`config.mk`:
```
export PLATFORM = sky130hd
export DESIGN_NAME = rst_seq_ctrl_flat
export DESIGN_NICKNAME = d
export VERILOG_FILES = /design/src/rtl/rst_seq_if.sv /design/src/rtl/rst_seq_ctrl.sv /design/src/flat_wrapper.sv
export SDC_FILE = /design/constraint.sdc
export NUM_CORES = 1
export LEC_CHECK = 0
export BUFFER_PORTS_ARGS = -buffer_cell sky130_fd_sc_hd__buf_2
export CORE_AREA = 2 2 63 65
export CTS_CLUSTER_SIZE = 8
export DETAILED_ROUTE_END_ITERATION = 8
export DIE_AREA = 0 0 65 67
export PLACE_DENSITY = 0.52
export SETUP_SLACK_MARGIN = 0.05
export SLEW_MARGIN = 20
export SYNTH_ARGS = -nofsm -noshare
export SYNTH_HDL_FRONTEND = slang
export SYNTH_SLANG_ARGS = --single-unit
```
`constraint.sdc`:
```
create_clock -name clk -period 2.85 [get_ports clk]
set_input_delay 0.4275 -clock clk [delete_from_list [all_inputs] [get_ports clk]]
set_output_delay 0.4275 -clock clk [all_outputs]
set_load 0.03 [all_outputs]
```
`src/rtl/rst_seq_if.sv`:
```
// Soft-reset request bus and per-channel reset outputs of rst_seq_ctrl.
// The requester owns the master modport; the sequencer owns the slave modport.
interface rst_seq_if #(
  parameter int CH_NUM = 4
);
  logic              req_i;
  logic [CH_NUM-1:0] chan_mask_i;
  logic [CH_NUM-1:0] rst_n_o;
  logic              busy_o;
  logic              done_o;

  modport master (
    output req_i,
    output chan_mask_i,
    input  rst_n_o,
    input  busy_o,
    input  done_o
  );

  modport slave (
    input  req_i,
    input  chan_mask_i,
    output rst_n_o,
    output busy_o,
    output done_o
  );
endinterface

```
`src/rtl/rst_seq_ctrl.sv`:
```
// Reset sequencer: holds CH_NUM active-low resets for HOLD_CYC, then releases them in index order GAP_CYC apart.
// Macro RST_SEQ_SYNC_IN_EN inserts a two-flop synchronizer on req_i/chan_mask_i (2 cycles extra latency).
module rst_seq_ctrl #(
  parameter int CH_NUM   = 4,
  parameter int HOLD_CYC = 16,
  parameter int GAP_CYC  = 8
) (
  input  logic       clk,
  input  logic       rst_i,
  rst_seq_if.slave   bus,
  output logic [1:0] dbg_state_o
);
  localparam int CNT_MAX = (HOLD_CYC > GAP_CYC) ? HOLD_CYC : GAP_CYC;
  localparam int CNT_W   = $clog2(CNT_MAX + 1);
  localparam int IDX_W   = (CH_NUM > 1) ? $clog2(CH_NUM) : 1;
  localparam logic [CNT_W-1:0] HOLD_LAST = CNT_W'(HOLD_CYC - 1);
  localparam logic [CNT_W-1:0] GAP_LAST  = CNT_W'(GAP_CYC - 1);
  localparam logic [IDX_W:0]   ONE_IDX   = (IDX_W + 1)'(1);

  typedef enum logic [1:0] {
    S_HOLD = 2'd0,
    S_REL  = 2'd1,
    S_RUN  = 2'd2
  } state_t;

  state_t            state_q, state_d;
  logic [CNT_W-1:0]  cnt_q, cnt_d;
  logic [CH_NUM-1:0] act_q, act_d;
  logic [CH_NUM-1:0] rst_n_q, rst_n_d;
  logic [IDX_W-1:0]  idx_q, idx_d;
  logic              busy_q, busy_d;
  logic              done_q, done_d;

  logic              req_eff;
  logic [CH_NUM-1:0] mask_eff;
  logic [IDX_W:0]    search_lo;
  logic [IDX_W:0]    cand;
  logic [IDX_W:0]    more;

  // Request protocol: req_i is a level sampled on every edge; there is no ready.
  // It is accepted only while busy_o is low and chan_mask_i is non-zero; otherwise it is dropped, never queued.
`ifdef RST_SEQ_SYNC_IN_EN
  logic              s1_req_q, s1_req_d, s2_req_q, s2_req_d;
  logic [CH_NUM-1:0] s1_mask_q, s1_mask_d, s2_mask_q, s2_mask_d;

  always_comb begin
    s1_req_d  = bus.req_i;
    s1_mask_d = bus.chan_mask_i;
    s2_req_d  = s1_req_q;
    s2_mask_d = s1_mask_q;
  end

  always_ff @(posedge clk) begin
    if (rst_i) begin
      s1_req_q  <= 1'b0;
      s1_mask_q <= '0;
      s2_req_q  <= 1'b0;
      s2_mask_q <= '0;
    end else begin
      s1_req_q  <= s1_req_d;
      s1_mask_q <= s1_mask_d;
      s2_req_q  <= s2_req_d;
      s2_mask_q <= s2_mask_d;
    end
  end

  assign req_eff  = s2_req_q;
  assign mask_eff = s2_mask_q;
`else
  assign req_eff  = bus.req_i;
  assign mask_eff = bus.chan_mask_i;
`endif

  // Returns {found, index} of the lowest set bit of m at or above lo.
  function automatic logic [IDX_W:0] find_set(input logic [CH_NUM-1:0] m,
                                              input logic [IDX_W:0]  lo);
    logic [IDX_W:0] r;
    r = '0;
    for (int i = CH_NUM - 1; i >= 0; i--) begin
      if (m[i] && (i >= int'(lo))) r = {1'b1, IDX_W'(i)};
    end
    return r;
  endfunction

  always_comb begin
    search_lo = (state_q == S_HOLD) ? '0 : ({1'b0, idx_q} + ONE_IDX);
    cand      = find_set(act_q, search_lo);
    more      = find_set(act_q, {1'b0, cand[IDX_W-1:0]} + ONE_IDX);
  end

  always_comb begin
    state_d = state_q;
    cnt_d   = cnt_q;
    act_d   = act_q;
    idx_d   = idx_q;
    rst_n_d = rst_n_q;
    busy_d  = busy_q;
    done_d  = 1'b0;

    case (state_q)
      S_HOLD, S_REL: begin
        cnt_d = cnt_q + 1'b1;
        if (((state_q == S_HOLD) && (cnt_q == HOLD_LAST)) ||
            ((state_q == S_REL)  && (cnt_q == GAP_LAST))) begin
          cnt_d = '0;
          if (cand[IDX_W]) begin
            rst_n_d[cand[IDX_W-1:0]] = 1'b1;
            idx_d                    = cand[IDX_W-1:0];
          end
          // The highest active channel closes the sequence on its own release edge.
          if (!more[IDX_W]) begin
            done_d  = 1'b1;
            busy_d  = 1'b0;
            state_d = S_RUN;
          end else begin
            state_d = S_REL;
          end
        end
      end
      S_RUN: begin
        if (req_eff && (mask_eff != '0)) begin
          act_d   = mask_eff;
          rst_n_d = rst_n_q & ~mask_eff;
          busy_d  = 1'b1;
          cnt_d   = '0;
          state_d = S_HOLD;
        end
      end
      default: begin
        state_d = S_HOLD;
        cnt_d   = '0;
        act_d   = '1;
        rst_n_d = '0;
        busy_d  = 1'b1;
      end
    endcase
  end

  always_ff @(posedge clk) begin
    if (rst_i) begin
      state_q <= S_HOLD;
      cnt_q   <= '0;
      act_q   <= '1;
      idx_q   <= '0;
      rst_n_q <= '0;
      busy_q  <= 1'b1;
      done_q  <= 1'b0;
    end else begin
      state_q <= state_d;
      cnt_q   <= cnt_d;
      act_q   <= act_d;
      idx_q   <= idx_d;
      rst_n_q <= rst_n_d;
      busy_q  <= busy_d;
      done_q  <= done_d;
    end
  end

  assign bus.rst_n_o  = rst_n_q;
  assign bus.busy_o   = busy_q;
  assign bus.done_o   = done_q;
  assign dbg_state_o  = state_q;
endmodule

```
`src/flat_wrapper.sv`:
```
// flat-port wrapper written by rule: the top's interface ports become plain ports
module rst_seq_ctrl_flat 
#(
  parameter int CH_NUM   = 4,
  parameter int HOLD_CYC = 16,
  parameter int GAP_CYC  = 8
)
  (clk, rst_i, dbg_state_o, bus_req_i, bus_chan_mask_i, bus_rst_n_o, bus_busy_o, bus_done_o);
  rst_seq_if #(.CH_NUM(CH_NUM)) bus_i ();
  input  logic clk;
  input  logic rst_i;
  output logic [1:0] dbg_state_o;
  input wire logic [$bits(bus_i.req_i)-1:0] bus_req_i;
  input wire logic [$bits(bus_i.chan_mask_i)-1:0] bus_chan_mask_i;
  output wire logic [$bits(bus_i.rst_n_o)-1:0] bus_rst_n_o;
  output wire logic [$bits(bus_i.busy_o)-1:0] bus_busy_o;
  output wire logic [$bits(bus_i.done_o)-1:0] bus_done_o;
  assign bus_i.req_i = bus_req_i;
  assign bus_i.chan_mask_i = bus_chan_mask_i;
  assign bus_rst_n_o = bus_i.rst_n_o;
  assign bus_busy_o = bus_i.busy_o;
  assign bus_done_o = bus_i.done_o;
  rst_seq_ctrl #(.CH_NUM(CH_NUM), .HOLD_CYC(HOLD_CYC), .GAP_CYC(GAP_CYC)) u_core (.clk(clk), .rst_i(rst_i), .bus(bus_i), .dbg_state_o(dbg_state_o));
endmodule
```
==> results.rst, run 1 <==
.. list-table::
   :header-rows: 1

   * - Metric
     - Value
   * - Combinational family with the most area after synthesis
     - compound AO/OA/AOI/OAI gates
   * - Post-Route Setup TNS
     - 0 ps
   * - Fin. Hold Viols
     - 0
   * - Max Transition Viols Final
     - 0
   * - Resize count post-CTS
     - 0
   * - Number of clock buffers inserted by TritonCTS
     - 3
   * - Clock transition at the register clock pins on the worst setup and hold paths after CTS
     - 70 ps
   * - Die X-Extent
     - 65 um
   * - Fraction of the mapped netlist area in adder cells
     - 0.0362
   * - Worst path required time
     - 2990 ps
   * - Worst path max stage delay
     - 500 ps
   * - Worst Reg2Reg Path Length in Cells
     - 6
   * - DR vias
     - 1002
   * - Worst-Skew Late Latency
     - 260 ps
   * - Maxcap violations
     - 0
   * - Number of top-level design ports
     - 15
   * - Compound-cell area share of the yosys netlist
     - 0.289
   * - Number of setup buffers added after CTS
     - 0
   * - Routability Congestion
     - 0.862
   * - Crit. Startpoint
     - u_core.idx_q[0]
   * - Sequential share of power
     - 0.558
   * - Most common flop cell mapped by yosys
     - sky130_fd_sc_hd__dfxtp_1
   * - Slack of the worst reg-to-reg path
     - around 700 ps
   * - Layer carrying the most global-route usage
     - met2
   * - Number of iterations in the first detailed-routing pass
     - 4
   * - Post-route standard cell area excluding fillers
     - 1190 um^2
   * - Switching share of power
     - 0.227
   * - Number of buffer and inverter stages on the critical path
     - 0
   * - WP data arrival
     - 2290 ps
   * - Netlist Area Pre-Place
     - 1040 um^2
   * - Commonest non-fill, non-tap cell in the layout
     - sky130_fd_sc_hd__dfxtp_1
   * - Count of cell types in the netlist
     - 39
   * - H-tree depth
     - 1
   * - Clock Tree Buf Depth
     - 2
   * - Global-route wire length before repair
     - 4220 um
   * - Levels on crit path
     - 6
   * - Tcrit/Tclk final
     - 0.755
   * - Crit path launch type
     - flip-flop
   * - Count of hold buffers inserted by post-cts repair
     - 0
   * - YS warnings
     - 0
   * - Starting density of the core
     - 0.287
   * - Static Leakage
     - ~0.47 nW
   * - Antenna violations before repair
     - 0
   * - Critical register-to-register path endpoint
     - u_core.bus.busy_o
   * - Antenna violation net count after detailed routing
     - 0
   * - Area growth, synth to finish
     - 14.9%
   * - Path class of the lowest-slack min-delay path
     - input port to flip-flop
   * - Area of the core region
     - 3610 um^2
   * - Total net switching power
     - between 0.1 and 0.15 mW
   * - Largest net degree at the start of global routing
     - 19
   * - Maximum fanout along the worst path
     - 6
   * - Met1 routing resource usage after global routing
     - 0.154
   * - FF-to-FF Start
     - u_core.idx_q[0]
   * - Remaining global-route overflow
     - 0
   * - Fraction of final layout cells with drive strength greater than 1
     - 0.151
   * - Internal Pwr Total
     - 0.377 mW
   * - Vias per cell
     - 5.16
   * - Xor/xnor cell area share of the yosys netlist
     - 0
   * - Die height
     - 67 um
   * - Final count of negative-setup-slack endpoints
     - 0
   * - Result of the run
     - finished, final reports clean
   * - Yosys reg bits
     - 19
   * - Iteration-0 DRC Markers
     - 35
   * - Core utilization of the finished layout
     - 0.330
   * - Share of power burned in combinational logic
     - 0.048
   * - Highest attainable clock frequency
     - 0.465 GHz
   * - Number of nets in the synthesized netlist
     - 142
   * - Clock tree from TritonCTS
     - yes
   * - Total of buffers placed on input and output ports
     - 14
   * - Worst rel slew slack
     - 0.632
   * - Nets@finish
     - between 150 and 200
   * - Slowest cell on crit path
     - sky130_fd_sc_hd__a2111o_1
   * - Mapped Avg Cell Area
     - 7.85 um^2
   * - Seq/Total Area, Yosys
     - 0.367
   * - Async SR Flop Fraction
     - 0
   * - Portion of total power attributed to the clock network
     - 0.394
   * - Cells after synthesis
     - 132
   * - Type of the worst setup path
     - flip-flop to flip-flop
   * - Unrepaired setup endpoints after global routing
     - false
   * - Worst path setup slack after routing
     - about 700 ps
   * - Multiplexer fraction of the synthesized cell area
     - 0
   * - Chain of cells forming the critical path
     - ha_1 > nor3b_1 > a211oi_2 > o21ai_1 > a2111o_1 > a2bb2oi_1
   * - Post-synth EDFFs
     - 0
   * - CP Capture Type
     - flip-flop
   * - Final hold slack
     - 446 ps
   * - Area of the die
     - ~4400 um^2
   * - Setup slack after placement
     - 727 ps
   * - Site Rows
     - 22
   * - Average wire per cell in the routed design
     - 12.6 um
   * - Clock sink count
     - 19
   * - Buffer cell driving the clock tree root
     - sky130_fd_sc_hd__clkbuf_8
   * - Crit path capture
     - u_core.bus.busy_o
   * - Remaining routing DRC violations
     - 0
   * - GR met2 Demand/Resource
     - 0.205
   * - Maximum VDD drop
     - about 0.26 mV
   * - Via count of the first global-routing pass
     - a little over 900
   * - Actual transition at the worst max-transition pin
     - 552 ps
   * - Worst clock skew
     - between 1.5 and 2 ps
   * - Power per cell area
     - roughly 410 nW/um^2
   * - Cell family contributing the most delay on the critical path
     - compound AO/OA/AOI/OAI gates
   * - Met3 demand-to-capacity share in global routing
     - 0.0304
   * - Highest-count cells in the layout ignoring fill and taps
     - sky130_fd_sc_hd__dfxtp_1 (19), sky130_fd_sc_hd__nor2_1 (18), sky130_fd_sc_hd__buf_2 (14)
   * - N_diodes
     - 0
   * - Fin crit period
     - 2150 ps
   * - Total cell area at the placement stage
     - 1140 um^2
   * - Total global routing track utilization
     - 0.126
   * - Detailed Route WL
     - 2450 um
   * - Basic-gate share of the synthesized area counting and, or, nand and nor cells
     - 0.268
   * - Half-perimeter wire length after detailed placement
     - 1840 um
## final cells by class
type                    instances  area [um^2]
clock buffers                   3         41.3
clock inverters                 1         5.00
fillers                       379         2420
inverters                       5         18.8
multi-input cells             104          614
flip-flops and latches         19          380
well taps                      48         60.1
repair buffers                 14         70.1
## synthesized netlist by cell type (2+ instances only)
cell type                   n  area (um^2)
sky130_fd_sc_hd__o31ai_1    2         15.0
sky130_fd_sc_hd__o21a_1     4         30.0
sky130_fd_sc_hd__dfxtp_1   19          380
sky130_fd_sc_hd__nand2b_1   3         18.8
sky130_fd_sc_hd__a21oi_1   12         60.1
sky130_fd_sc_hd__nor2b_1    5         31.3
sky130_fd_sc_hd__clkbuf_1   3         11.3
sky130_fd_sc_hd__o211ai_1   3         22.5
sky130_fd_sc_hd__inv_1      5         18.8
sky130_fd_sc_hd__nand2_1   10         37.5
sky130_fd_sc_hd__nand3_1    2         10.0
sky130_fd_sc_hd__and2_1     2         12.5
sky130_fd_sc_hd__o21bai_1   2         15.0
sky130_fd_sc_hd__ha_1       3         37.5
sky130_fd_sc_hd__o21ai_0   12         60.1
sky130_fd_sc_hd__nor3b_1    2         15.0
sky130_fd_sc_hd__nor3_1     4         20.0
sky130_fd_sc_hd__nor2_1    18         67.6
## worst reg2reg max path, delay by kind of cell (launching register included)
kind            cells  cell delay, ps
compound gates      4            1110
fa+ha+maj           1             380
flops               1             350
simple gates        1             190
## metrics by stage
step                power [mW]  cells
floorplan                0.293    132
global placement         0.301    190
detailed placement       0.302    190
CTS                      0.496    194
global route             0.513    194
finish                   0.487    194
## per-layer routing
layer	vias up	routed length, um
met4	0	82
li1	505	-
met3	10	122
met1	449	1100
met5	-	0
met2	38	1140
## power by group through the flow
stage / sequential (mW) / combinational (mW) / clock [mW]
floorplan: 0.277 / 0.0153 / 0
global placement: 0.278 / 0.0227 / 0
global route: 0.272 / 0.0274 / 0.213
detailed placement: 0.278 / 0.0236 / 0
CTS: 0.272 / 0.0236 / 0.201
finish: 0.272 / 0.0234 / 0.192
## registers in the layout, indices dropped and copies added, names as in the netlist
| register | count |
|---|---|
| u_core.act_q | 4 |
| u_core.bus.rst_n_o | 4 |
| u_core.cnt_q | 5 |
| u_core.idx_q | 2 |
| u_core.bus.busy_o | 1 |
| u_core.dbg_state_o | 2 |
| u_core.bus.done_o | 1 |
## cells by family after synthesis
family / after synthesis
buffers and inverters: 9
AO/OA/AOI/OAI: 46
flip-flops: 19
AND/OR/NAND/NOR: 55
adder cells (fa/ha/maj): 3
## how the worst min path moves through the flow
| stage | to | startpoint | slack, ps | depth (start not counted) |
|---|---|---|---|---|
| 6_report | u_core.act_q[1] | bus_chan_mask_i[1] | 450 | 3 |
| 3_5_place_dp | u_core.bus.rst_n_o[3] | u_core.bus.rst_n_o[3] | 450 | 2 |
| 2_1_floorplan | u_core.act_q[2] | u_core.act_q[2] | 460 | 2 |
| 4_1_cts | u_core.act_q[0] | bus_chan_mask_i[0] | 440 | 3 |
| 3_3_place_gp | u_core.bus.rst_n_o[3] | u_core.bus.rst_n_o[3] | 450 | 2 |
| 5_1_grt | u_core.act_q[0] | bus_chan_mask_i[0] | 480 | 3 |
Power figures use the tool's default switching activity.
==> inputs of run 2 (changes only) <==
Settings changed: ABC_AREA set to 1, CORE_AREA 2 2 63 65 to 2 2 64 66, DIE_AREA 0 0 65 67 to 0 0 66 68, PLACE_DENSITY 0.52 to 0.53.
Clock period 2.85 ns to 1.8 ns, I/O delays scaled along.
==> results.rst, run 2 <==
.. list-table::
   :header-rows: 1

   * - Metric
     - Value
   * - Result of the run
     - finished, final reports clean
   * - Post-synth EDFFs
     - 0
   * - Iteration-0 DRC Markers
     - 34
   * - Die height
     - 68 um
   * - Most numerous cell in the Yosys netlist
     - sky130_fd_sc_hd__nand2_1
   * - Commonest non-fill, non-tap cell in the layout
     - sky130_fd_sc_hd__nand2_1
   * - Async SR Flop Fraction
     - 0
   * - Global-route wire length before repair
     - about 4300 um
   * - Crit path capture
     - u_core.cnt_q[2]
   * - Worst-Skew Late Latency
     - 260 ps
   * - Yosys reg bits
     - 19
   * - Antenna violations before repair
     - 0
   * - Average wire per cell in the routed design
     - 11.5 um
   * - Area of the die
     - 4490 um^2
   * - Crit. Startpoint
     - u_core.cnt_q[1]
   * - Number of nets in the synthesized netlist
     - 159
   * - Count of cell types in the netlist
     - 29
   * - Type of the worst setup path
     - flip-flop to flip-flop
   * - Crit path launch type
     - flip-flop
   * - WP data arrival
     - 1770 ps
   * - N_diodes
     - 0
   * - Number of top-level design ports
     - 15
   * - Slack of the worst reg-to-reg path
     - around 160 ps
   * - Remaining global-route overflow
     - 0
   * - Post-Route Setup TNS
     - 0 ps
   * - Vias per cell
     - roughly 4.5
   * - Commonest cells in the netlist
     - sky130_fd_sc_hd__nand2_1 (33), sky130_fd_sc_hd__dfxtp_1 (19), sky130_fd_sc_hd__nor2_1 (19)
   * - Die X-Extent
     - 66 um
   * - Most common flop cell mapped by yosys
     - sky130_fd_sc_hd__dfxtp_1
   * - Worst clock skew
     - 8.73 ps
   * - Worst rel slew slack
     - 0.757
   * - Highest-count cells in the layout ignoring fill and taps
     - sky130_fd_sc_hd__nand2_1 (33), sky130_fd_sc_hd__inv_1 (17), sky130_fd_sc_hd__nor2_1 (16), sky130_fd_sc_hd__dfxtp_1 (16), sky130_fd_sc_hd__buf_2 (14)
   * - Fill count
     - ~440
   * - Fraction of final layout cells with drive strength greater than 1
     - 0.322
   * - Actual transition at the worst max-transition pin
     - 362 ps
   * - Buffer cell driving the clock tree root
     - sky130_fd_sc_hd__clkbuf_8
   * - Clock transition at the register clock pins on the worst setup and hold paths after CTS
     - 70 ps
   * - Flip-flop count of the largest register after layout
     - 5
   * - Mapped Avg Cell Area
     - 7.06 um^2
   * - Highest attainable clock frequency
     - 0.608 GHz
   * - Worst path required time
     - 1930 ps
   * - Area growth, synth to finish
     - 25.8%
   * - Cells after synthesis
     - 149
   * - Routability Congestion
     - 0.861
   * - Via count of the first global-routing pass
     - around 970
   * - Biggest register
     - u_core.cnt_q
   * - Area fraction of the dominant cell type after synthesis
     - 0.361
   * - Clock sink count
     - 19
   * - Seq/Total Area, Yosys
     - 0.361
   * - Detailed Route WL
     - 2590 um
   * - Cells taking the most area after synthesis
     - sky130_fd_sc_hd__dfxtp_1 (36%), sky130_fd_sc_hd__nand2_1 (12%), sky130_fd_sc_hd__nor2_1 (6.8%), sky130_fd_sc_hd__inv_1 (6.1%), sky130_fd_sc_hd__nand3_2 (4.8%)
   * - Starting density of the core
     - 0.273
   * - Remaining routing DRC violations
     - 0
   * - Unrepaired setup endpoints after global routing
     - true
   * - Clock tree from TritonCTS
     - yes
   * - FF-to-FF Start
     - u_core.cnt_q[1]
   * - Site Rows
     - 23
   * - YS warnings
     - 0
   * - Tcrit/Tclk final
     - 0.913
   * - Final hold slack
     - 344 ps
   * - Power per cell area
     - 584 nW/um^2
   * - Half-perimeter wire length after detailed placement
     - 2010 um
   * - Worst Reg2Reg Path Length in Cells
     - 9
   * - Maxcap violations
     - 0
   * - Netlist Area Pre-Place
     - 1050 um^2
   * - Maximum VDD drop
     - 0.353 mV
   * - Total of buffers placed on input and output ports
     - 14
   * - Final count of negative-setup-slack endpoints
     - 0
   * - DR vias
     - 1015
   * - Fin. Hold Viols
     - 0
   * - Number of iterations in the first detailed-routing pass
     - 4
   * - Max Transition Viols Final
     - 0
   * - Number of clock buffers inserted by TritonCTS
     - 3
   * - Worst path setup slack after routing
     - 156 ps
   * - Area of the core region
     - slightly below 4000 um^2
   * - H-tree depth
     - 1
   * - Antenna violation net count after detailed routing
     - 0
   * - Total global routing track utilization
     - 0.129
   * - Critical register-to-register path endpoint
     - u_core.cnt_q[2]
   * - Path class of the lowest-slack min-delay path
     - input port to flip-flop
   * - Maximum fanout along the worst path
     - 4
   * - Setup slack after placement
     - 95.5 ps
   * - Fin crit period
     - between 1500 and 2000 ps
   * - Clock Tree Buf Depth
     - 2
   * - Nets@finish
     - 185
   * - Leading area contributor after synthesis
     - sky130_fd_sc_hd__dfxtp_1
   * - CP Capture Type
     - flip-flop
   * - Largest net degree at the start of global routing
     - 11
   * - Static Leakage
     - 0.622 nW
[run 2: changes by cell type after synthesis, moves of 5 or more]
cell,before,now
sky130_fd_sc_hd__nor2b_1,5,0
sky130_fd_sc_hd__nand2_1,10,33
sky130_fd_sc_hd__a21oi_1,12,6
sky130_fd_sc_hd__inv_1,5,17
sky130_fd_sc_hd__o21ai_0,12,6
sky130_fd_sc_hd__nand2_2,0,6
sky130_fd_sc_hd__nand3_2,0,5
[run 2: where the power goes]
group | internal, mW | leakage [nW] | switching, mW
Combinational | 0.0142 | 0.444 | 0.0186
Clock | 0.158 | 0.0228 | 0.151
Sequential | 0.426 | 0.155 | 0.00526
Total | 0.598 | 0.622 | 0.175
[run 2: area by class of cell]
type,instances,area [um^2],share of cell area
Sequential cell,19,384,0.290
Clock buffer,4,45.0,0.0340
Inverter,23,91.3,0.0690
Tap cell,50,62.6,0.0473
Multi-Input combinational cell,106,611,0.461
Timing Repair Buffer,22,130,0.0983
[run 2: stage by stage]
step	power (mW)	instances	util	cell area (um^2)
floorplan	0.458	149	-	1050
global placement	0.474	219	0.320	1230
detailed placement	0.473	219	0.320	1230
CTS	0.783	223	0.332	1280
global route	0.806	224	0.343	1320
finish	0.773	224	0.343	1320
[run 2: worst min-delay path by stage]
stage                          startpoint                    end  cells after the start
floorplan                           rst_i      u_core.bus.busy_o                      2
global route                        rst_i      u_core.bus.busy_o                      3
finish                              rst_i      u_core.bus.busy_o                      3
detailed placement  u_core.bus.rst_n_o[1]  u_core.bus.rst_n_o[1]                      2
global placement    u_core.bus.rst_n_o[1]  u_core.bus.rst_n_o[1]                      2
CTS                                 rst_i      u_core.bus.busy_o                      3
[run 2: critical path: stages, from the launching register on]
cell                       delay (ps)
sky130_fd_sc_hd__dfxtp_1          360
sky130_fd_sc_hd__ha_1             170
sky130_fd_sc_hd__nand2_1           80
sky130_fd_sc_hd__nor2_1           100
sky130_fd_sc_hd__ha_1             150
sky130_fd_sc_hd__nand2_1           60
sky130_fd_sc_hd__nand2_2          140
sky130_fd_sc_hd__nor2_4            50
sky130_fd_sc_hd__o21ai_1          310
sky130_fd_sc_hd__a211oi_1          90
[run 2: timing repair]
action,4_1_cts,5_1_grt
buffers inserted,0,1
hold buffers,0,0
setup endpoints to repair,0,12
resized for setup,0,11
[run 2: cell families (layout without fill, tap and decap cells)]
group                    count (synthesis)  after routing  share of synthesized area
XOR/XNOR                                 1              1                    0.00832
AO/OA/AOI/OAI                           26             26                      0.155
buffers and inverters                   24             49                     0.0892
AND/OR/NAND/NOR                         76             76                      0.351
flip-flops                              19             19                      0.361
adder cells (fa/ha/maj)                  3              3                     0.0357
[run 2: routing by layer]
| metal | up-vias | GRT usage | wire [um] |
|---|---|---|---|
| li1 | 532 | - | - |
| met1 | 453 | 0.165 | 1240 |
| met2 | 26 | 0.221 | 1210 |
| met3 | 4 | 0.0197 | 102 |
| met4 | 0 | 0.0459 | 30 |
| met5 | - | 0 | 0 |
==> inputs of run 3 (changes only) <==
Settings changed: CORE_AREA 2 2 64 66 to 2 2 50 52, DIE_AREA 0 0 66 68 to 0 0 52 54, PLACE_DENSITY 0.53 to 0.77.
==> results.rst, run 3 (synthesis gave the netlist of run 2 again) <==
.. list-table::
   :header-rows: 1

   * - Metric
     - Value
   * - Antenna violations before repair
     - 0
   * - Portion of total power attributed to the clock network
     - 0.334
   * - Clock Tree Buf Depth
     - 2
   * - Post-Route Setup TNS
     - 0 ps
   * - Starting density of the core
     - 0.454
   * - Biggest register
     - u_core.cnt_q
   * - Vias per cell
     - 5.14
   * - Clock tree from TritonCTS
     - yes
   * - Die height
     - 54 um
   * - CP Capture Type
     - flip-flop
   * - Antenna violation net count after detailed routing
     - 0
   * - Number of buffer and inverter stages on the critical path
     - 2
   * - Buffer cell driving the clock tree root
     - sky130_fd_sc_hd__clkbuf_4
   * - WL met1
     - about 1000 um
   * - Worst path max stage delay
     - between 300 and 400 ps
   * - Slowest cell on crit path
     - sky130_fd_sc_hd__dfxtp_2
   * - Actual transition at the worst max-transition pin
     - 338 ps
   * - H-tree depth
     - 1
   * - Site Rows
     - 18
   * - Total cell area at the placement stage
     - around 1200 um^2
   * - WP data arrival
     - around 1900 ps
   * - Worst rel slew slack
     - 0.772
   * - Maximum fanout along the worst path
     - 5
   * - Top metal layer carrying routed signals
     - met4
   * - Internal Pwr Total
     - between 0.5 and 0.6 mW
   * - Largest net degree at the start of global routing
     - 12
   * - DR vias
     - 1012
   * - Worst clock skew
     - 13.1 ps
   * - Commonest non-fill, non-tap cell in the layout
     - sky130_fd_sc_hd__nand2_1
   * - Most numerous cell on the critical path
     - sky130_fd_sc_hd__nand2_1
   * - Final count of negative-setup-slack endpoints
     - 0
   * - Total net switching power
     - ~0.17 mW
   * - Met2 wire len
     - 1140 um
   * - Sequential share of power
     - 0.621
   * - Static Leakage
     - between 0.5 and 0.6 nW
   * - Die X-Extent
     - 52 um
   * - Nets@finish
     - 178
   * - Power per cell area
     - 565 nW/um^2
   * - Fin crit period
     - 1670 ps
   * - Type of the worst setup path
     - flip-flop to flip-flop
   * - Remaining routing DRC violations
     - 0
   * - Number of iterations in the first detailed-routing pass
     - 4
   * - Switching share of power
     - 0.248
   * - Area of the core region
     - between 2000 and 2500 um^2
   * - Highest-count cells in the layout ignoring fill and taps
     - sky130_fd_sc_hd__nand2_1 (33), sky130_fd_sc_hd__nor2_1 (18), sky130_fd_sc_hd__inv_1 (17)
   * - Total of buffers placed on input and output ports
     - 14
   * - Area of the die
     - 2810 um^2
   * - Clock sink count
     - 19
   * - Total global routing track utilization
     - 0.191
   * - Path class of the lowest-slack min-delay path
     - input port to flip-flop
   * - Flip-flop count of the largest register after layout
     - 5
   * - Cell family contributing the most delay on the critical path
     - simple AND/OR/NAND/NOR gates
   * - Number of setup buffers added after CTS
     - 0
   * - Fraction of final layout cells with drive strength greater than 1
     - 0.311
   * - Fin. Hold Viols
     - 0
   * - Worst path required time
     - roughly 2000 ps
   * - Routability Congestion
     - 0.887
   * - Number of clock buffers inserted by TritonCTS
     - 3
   * - Crit path launch type
     - flip-flop
   * - Remaining global-route overflow
     - 0
   * - Highest attainable clock frequency
     - 0.600 GHz
   * - Half-perimeter wire length after detailed placement
     - 1760 um
   * - Clock transition at the register clock pins on the worst setup and hold paths after CTS
     - 120 ps
   * - Tcrit/Tclk final
     - 0.926
   * - Iteration-0 DRC Markers
     - 26
   * - Post-route standard cell area excluding fillers
     - 1230 um^2
   * - Average wire per cell in the routed design
     - 11.8 um
   * - Max Transition Viols Final
     - 0
   * - Worst-Skew Late Latency
     - 320 ps
   * - Count of hold buffers inserted by post-cts repair
     - 0
   * - Chain of cells forming the critical path
     - ha_1 > nand2_1 > nor2_1 > ha_1 > nand2_1 > nand2_2 > nor2_2 > inv_2 > nand3_4 > inv_2 > nand2_1 > a21oi_2
   * - Share of power burned in combinational logic
     - 0.045
   * - Met3 routed WL
     - 108 um
   * - Global-route wire length before repair
     - about 3900 um
   * - Maxcap violations
     - 0
   * - Number of top-level design ports
     - 15
   * - Maximum VDD drop
     - 0.402 mV
   * - Result of the run
     - finished, final reports clean
   * - N_diodes
     - 0
   * - Via count of the first global-routing pass
     - ~940
   * - Area growth, synth to finish
     - 17.0%
   * - Detailed Route WL
     - 2330 um
   * - Unrepaired setup endpoints after global routing
     - true
run 3: area by class of cell:
class | count | area (um^2)
repair buffers | 15 | 77.6
clock inverters | 1 | 5.00
clock buffers | 3 | 22.5
flip-flops and latches | 19 | 387
inverters | 23 | 90.1
well taps | 30 | 37.5
multi-input cells | 106 | 612
fillers | 219 | 1090
run 3: final timing paths:
kind | start | endpoint | slack [ps] | depth (start not counted)
max | u_core.cnt_q[0] | u_core.bus.rst_n_o[2] | 130 | 12
min | rst_i | u_core.dbg_state_o[1] | 270 | 2
max reg2reg | u_core.cnt_q[0] | u_core.bus.rst_n_o[2] | 130 | 12
min reg2reg | u_core.cnt_q[1] | u_core.cnt_q[1] | 500 | 2
run 3: metrics by stage:
step	setup WS (ps)	power (mW)	util	instances	hold slack, ps
after floorplan	177	0.458	-	149	420
after global placement	125	0.469	0.502	193	478
after detailed placement	90.4	0.471	0.502	193	482
after CTS	60.6	0.694	0.514	197	275
after global routing	25.9	0.714	0.531	197	273
final	133	0.695	0.531	197	269
run 3: per-layer routing:
layer	GRT usage	up-vias
li1	-	520
met1	0.225	464
met3	0.0278	2
met5	0	-
met4	0.132	0
met2	0.321	26
run 3: timing repair:
action                     CTS  global route
gates resized for setup      1             9
pin swaps                    0             2
setup endpoints to repair    1            12
run 3: power by group through the flow:
stage | combinational [mW] | sequential, mW | clock (mW)
global placement | 0.0291 | 0.440 | 0
global route | 0.0347 | 0.433 | 0.247
detailed placement | 0.0303 | 0.441 | 0
finish | 0.0310 | 0.432 | 0.233
CTS | 0.0306 | 0.431 | 0.232
floorplan | 0.0186 | 0.439 | 0
